==> src/rtl/fetch_queue.sv <==
// fetch_queue
//   Instruction-fetch front end. Issues sequential word-aligned fetches to a
//   single-cycle instruction memory and buffers the returned instructions,
//   together with their PCs, in a small circular queue for the decode stage.
//   A redirect flushes every buffered and in-flight fetch and restarts at the
//   new target.
//
// Ports
//   clk            clock, all state updates on the rising edge
//   rst            synchronous reset, active high
//   imem_re_o      fetch request to instruction memory this cycle
//   imem_addr_o    fetch address (valid when imem_re_o=1)
//   imem_instr_i   instruction data, valid exactly one cycle after a request
//   redirect_i     flush and restart fetch at redirect_pc_i
//   redirect_pc_i  new fetch address, bits [1:0] ignored
//   instr_valid_o  queue head valid toward decode
//   instr_o        queue head instruction
//   pc_o           PC of the queue head instruction
//   instr_ready_i  decode accepts the head this cycle
//   count_o        number of entries currently held
//
// Handshake: an instruction moves to decode in exactly the cycles where
// instr_valid_o && instr_ready_i at the rising edge. The head, instr_o and
// pc_o hold steady while valid is high and ready is low. valid does not
// depend on ready.

module fetch_queue #(
   parameter int          DEPTH    = 4,
   parameter logic [31:0] RESET_PC = 32'h0000_0000
) (
   input  logic                       clk,
   input  logic                       rst,
   output logic                       imem_re_o,
   output logic [31:0]                imem_addr_o,
   input  logic [31:0]                imem_instr_i,
   input  logic                       redirect_i,
   input  logic [31:0]                redirect_pc_i,
   output logic                       instr_valid_o,
   output logic [31:0]                instr_o,
   output logic [31:0]                pc_o,
   input  logic                       instr_ready_i,
   output logic [$clog2(DEPTH+1)-1:0] count_o
);

   localparam int CW = $clog2(DEPTH + 1);
   localparam int PW = $clog2(DEPTH);
   localparam logic [CW:0] DEPTH_W = (CW + 1)'(DEPTH);

   logic [31:0]   fpc;
   logic          inflight;
   logic [31:0]   inflight_pc;
   logic [31:0]   pc_mem    [DEPTH];
   logic [31:0]   instr_mem [DEPTH];
   logic [PW-1:0] rd_ptr;
   logic [PW-1:0] wr_ptr;
   logic [CW-1:0] count;

   logic [CW:0]   occupancy;
   logic          issue;
   logic          push;
   logic          pop;

   // Reserve a slot for the outstanding request so its response can always
   // be pushed. A same-cycle pop is deliberately not credited, which keeps
   // imem_re_o independent of instr_ready_i.
   assign occupancy = {1'b0, count} + {{CW{1'b0}}, inflight};
   assign issue     = !rst && !redirect_i && (occupancy < DEPTH_W);

   // A response returning during a redirect or reset belongs to the flushed
   // stream and is dropped.
   assign push      = inflight && !redirect_i && !rst;

   assign instr_valid_o = !rst && !redirect_i && (count != '0);
   assign pop           = instr_valid_o && instr_ready_i;

   assign imem_re_o   = issue;
   assign imem_addr_o = rst ? 32'h0 : fpc;
   assign instr_o     = rst ? 32'h0 : instr_mem[rd_ptr];
   assign pc_o        = rst ? 32'h0 : pc_mem[rd_ptr];
   assign count_o     = rst ? '0 : count;

   always_ff @(posedge clk) begin
      if (rst) begin
         fpc         <= RESET_PC;
         inflight    <= 1'b0;
         inflight_pc <= 32'h0;
         rd_ptr      <= '0;
         wr_ptr      <= '0;
         count       <= '0;
      end else if (redirect_i) begin
         fpc      <= {redirect_pc_i[31:2], 2'b00};
         inflight <= 1'b0;
         rd_ptr   <= '0;
         wr_ptr   <= '0;
         count    <= '0;
      end else begin
         inflight <= issue;
         if (issue) begin
            fpc         <= fpc + 32'd4;
            inflight_pc <= fpc;
         end
         // DEPTH is a power of two, so the pointers wrap naturally.
         if (push) wr_ptr <= wr_ptr + 1'b1;
         if (pop)  rd_ptr <= rd_ptr + 1'b1;
         case ({push, pop})
            2'b10:   count <= count + 1'b1;
            2'b01:   count <= count - 1'b1;
            default: count <= count;
         endcase
      end
   end

   // Storage needs no reset; count gates whether the head is meaningful.
   always_ff @(posedge clk) begin
      if (push) begin
         pc_mem[wr_ptr]    <= inflight_pc;
         instr_mem[wr_ptr] <= imem_instr_i;
      end
   end

endmodule

==> config.mk <==
export PLATFORM = sky130hd
export DESIGN_NAME = fetch_queue
export DESIGN_NICKNAME = d
export VERILOG_FILES = /design/src/rtl/fetch_queue.sv
export SDC_FILE = /design/constraint.sdc
export NUM_CORES = 1
export LEC_CHECK = 0
export ABC_AREA = 1
export CORE_ASPECT_RATIO = 1.4
export CORE_MARGIN = 2
export CORE_UTILIZATION = 35
export DETAILED_ROUTE_END_ITERATION = 6
export DONT_BUFFER_PORTS = 1
export PLACE_DENSITY = 0.49
export SYNTH_ARGS = -nofsm -noshare
export SYNTH_HDL_FRONTEND = slang
export SYNTH_SLANG_ARGS = --single-unit
==> constraint.sdc <==
create_clock -name clk -period 7.2 [get_ports clk]
set_input_delay 0.72 -clock clk [delete_from_list [all_inputs] [get_ports clk]]
set_output_delay 0.72 -clock clk [all_outputs]
set_load 0.03 [all_outputs]
Yosys cells after proc, flatten, opt, wreduce, memory -nomap -nowiden --
Memories as Yosys holds them, arrays and structs flattened. A register that Yosys moved wholly into a read port is not among the register bits. Cells that the tools add are included.
Cells by class: reductions and logical operators 13, bitwise operators 1, equal/unequal tests 2, magnitude comparators 1, mux-type cells 13, add/sub/neg operators 6
Operators by type and width (number):
- $mux W32 | 5
- $add A32 B3 Y32 const B | 1
- $mux W2 | 4
- $logic_and A1 B1 Y1 | 6
- $pmux W3 S2 | 1
- $add A2 B1 Y2 const B | 2
- $add A3 B1 Y4 | 1
- $lt A4 B3 Y1 const B | 1
- $reduce_bool A2 Y1 | 2
- $add A3 B1 Y3 const B | 1
- $mux W3 | 1
- $reduce_bool A3 Y1 | 1
- $sub A3 B1 Y3 const B | 1
- $eq A2 B1 Y1 const B | 1
- $eq A2 B2 Y1 const B | 1
- $logic_not A1 Y1 | 2
- $mux W1 | 2
- $reduce_and A2 Y1 | 1
- $reduce_or A2 Y1 | 1
- $not A1 Y1 | 1
Storage, ports and cells: memories kept 2, word-level logic and storage cells 45, output and inout bits 101, register bits 72, bits in writable memories 256, bits of input ports 68
Memory list:
- instr_mem | depth 4, bits a word 32, read ports 1, clocked after Yosys merged registers in 1, write ports 1, line 53 | logic [31:0] instr_mem [DEPTH];
- pc_mem | depth 4, bits a word 32, read ports 1, clocked after Yosys merged registers in 1, write ports 1, line 52 | logic [31:0] pc_mem [DEPTH];

Longest topological paths before layout --
depth after elaboration 6, depth in mapped cells 12, mapped depth without buffers 12

Worst setup path after synthesis --
No wires, ideal clock.
path type input-to-reg, from input port rst, to memory instr_mem[0][0] (enable), arrival 3.660 ns, stages 3, data required time 6.718 ns, setup time 0.482 ns, path buffers 0, path slack 3.058 ns, cell sequence nor2_4 nand2_1 nor2_1
On the way: word-level cells in the longest chain between the ends 4
Ends and longest elaborated chain:
- from (decl) | line 32 | input logic rst,
- $logic_not A1 Y1 | line 71 | assign push = inflight && !redirect_i && !rst;
- $logic_and A1 B1 Y1 | line 71
- $mux W1 | line 115 | if (push) begin
- $mux W1 (not written as such) | line 117 | instr_mem[wr_ptr] <= imem_instr_i;
- to (decl) | line 53
Every way passes these cells.

==> metrics <==
die area=39900 µm²; GRT busiest layer=met2; clk buf depth=3; Worst slew margin=27.5%; most instantiated cells after synthesis=nor2_1, edfxtp_1, o21ai_0; register area share after synthesis=about two thirds; vias in the first global route=between 8000 and 9000; Remaining Overflow, GRT=0; final setup violation count=0; Data arrival, critical path=approximately 3600 ps; Required @ worst endpoint=approximately 6500 ps; Hold Path Sink=fpc[26]; crit path cell chain=clkinv_2 -> buf_4 -> o21ai_0 -> a21oi_1; met3 Usage GRT=under 10%; HP Start=rst; Leakage=around 5.3 nW; crit path kind=reg2out; CTS tree=done; area leader, netlist=edfxtp_1; top cell type's share of synthesized area=a little under three fifths; number of synthesized flops with an enable pin=248; HPWL after DPL=19600 µm; GRT Total Usage=approximately 17%; clk root buf=clkbuf_16; RR Endpoint=count[2]; met1 Use GR=between 10% and 20%; Residual DRC=0; first-pass GRT wire length=approximately 51000 µm; # Post-CTS Setup Buffers=0; pwr dens=between 200 and 300 nW/µm²; Synth area leaders=edfxtp_1, dfxtp_1, nor2_1; fmax=234 MHz; largest net degree at the start of global routing=roughly 130; initial antenna violation count=0; Slowest cell on crit path=clkinv_2; Core ar.=around 38000 µm²; NetSw=0.857 mW; # diodes=0; Gate power share=~3.8%; Setup TNS Final=0 ps; clock insertion delay at the later pin of the skew report=approximately 520 ps; fin nets=~1400; top-count cell post-synth=nor2_1; WHS Path Cells=1; Gates resized, CTS repair=0; Post-Synthesis Cells=between 1000 and 1500; Hold Vio Cnt, Final=0; I/O Buffers=0; met2 usage=between 30% and 40%; CTS Hold Buffers Added=0; area post-placement=approximately 14000 µm²; worst-case reg-to-reg path depth=11; DRT Pass-1 Iters=4; switching share of power=approximately 22%; Final Worst Setup Slack=roughly 3000 ps; #FFs+latches synth=between 300 and 400; R2R setup slack=roughly 4700 ps; Final Skew=17.6 ps; VDD IR max=0.000129 V; Die Span Y=around 240 µm; ys flop type=edfxtp_1; async set or reset register ratio after synthesis=0%; Internal=approximately 3 mW; period utilization=between 50% and 60%; dpl ws=roughly 3400 ps; Max Slew Vio Count=0; CP max stage delay=1040 ps; row count=between 80 and 90; Ports=roughly 170; Clock Sinks=~320; crit path max fanout=between 70 and 80; Final Power=~3.9 mW; Via Count=around 9100; r2r startpoint=count[1]; CP startpoint kind=flip-flop; Worst Hold Class=in2reg; DRT Wirelength=about 34000 µm; RSZ-0062 raised after global routing=false; Synthesis Warnings=0; Synth cell types=37; # Max-Cap Violations=0; Post-Syn Area=about 13000 µm²; power share of the clock group=a little over two fifths; Initial Util=roughly 36%; Via-to-Cell Ratio=approximately 5; CTS HTree Levels=2; syn avg cell area=~10 µm²; GPL Wtd Cong=~0.84; Layout area overhead=11.0%; Least-Margin Pin Slew=about 1100 ps; part of the power in registers=around 52%; final design instance area without fill=~15000 µm²; die width=169 µm; minimum clock period=roughly 4300 ps; DR WL/cell=18.5 µm; status=finished clean; Layout fillers=3725; Hold WS=roughly 270 ps; Clock Pin Slew Worst Setup and Hold Paths=60 ps; Num CTS Buffers=34; Setup crit end kind=primary output; post-route ant nets=0; Starting DRT DRC Count=560; layout cells sized above 1=under 10%
## power by group through the flow
| stage | combinational (mW) | sequential (mW) | clock, mW |
|---|---|---|---|
| global route | 0.167 | 2.04 | 1.84 |
| floorplan | 0.134 | 2.07 | 0 |
| finish | 0.148 | 2.04 | 1.71 |
| detailed placement | 0.150 | 2.08 | 0 |
| global placement | 0.149 | 2.07 | 0 |
| CTS | 0.151 | 2.04 | 1.77 |
## routing by layer
metal  routed length [µm]  vias up
met5                    0        -
met4                 1020        0
met3                 1910       49
met2                17100      195
met1                13600     4333
li1                     -     4500
## registers in the layout (all words and copies together) (netlist names), named ones only
name,count
instr_mem,128
fpc,30
count,3
inflight_pc,30
pc_mem,120
rd_ptr,2
wr_ptr,2
inflight,1
## layout make-up
type | count | area (µm²) | share of cell area, %
multi-input combinational | 865 | 3920 | 26.4
timing repair buffer | 10 | 75.1 | 0.505
clock buffer | 43 | 936 | 6.29
sequential | 318 | 8850 | 59.5
clock inverter | 16 | 150 | 1.01
tap | 473 | 592 | 3.98
inverter | 90 | 340 | 2.29
## placed cells by master (no fill, tap or decap), drive strengths merged, types with 42 or more instances in the layout
cell / synthesis / final
a21oi: 100 / 100
clkbuf: 43 / 43
dfxtp: 70 / 70
edfxtp: 248 / 248
inv: 90 / 91
nand2: 145 / 145
nand3: 42 / 42
nor2: 358 / 358
o21ai: 169 / 169
## through the flow
| step | utilization, % | instances |
|---|---|---|
| floorplan | - | 1348 |
| global route | 39.5 | 1815 |
| finish | 39.5 | 1815 |
| global placement | 36.6 | 1756 |
| detailed placement | 36.6 | 1756 |
| CTS | 39.5 | 1815 |
## worst max-delay path by stage
stage                         start  slack, ps  depth (start not counted)         endpoint
after floorplan                 rst       3060                          3  instr_mem[0][0]
after global placement    flip-flop       3390                          4         pc_o[20]
after detailed placement  flip-flop       3370                          4         pc_o[20]
after CTS                 flip-flop       2800                          4         pc_o[20]
after global routing      flip-flop       2620                          4         pc_o[15]
final                     flip-flop       2930                          4      instr_o[21]
## kinds of logic (layout without fill, tap and decap cells)
family          count (synthesis)  count (layout)  synth area share, %
simple gates                  559             559                 16.6
flops                         318             318                 66.0
compound gates                292             292                 11.4
buf+inv                       165             159                 5.01
fa+ha+maj                       7               7                0.709
xor+xnor                        3               3                0.196
other cells                     1               4               0.0280
## worst max-delay path, delay by kind of cell, from the launching register on
family | cells | cell delay (ps)
buf+inv | 2 | 1660
flops | 1 | 800
compound gates | 2 | 500
No activity file was read; power rests on OpenSTA's default activity.
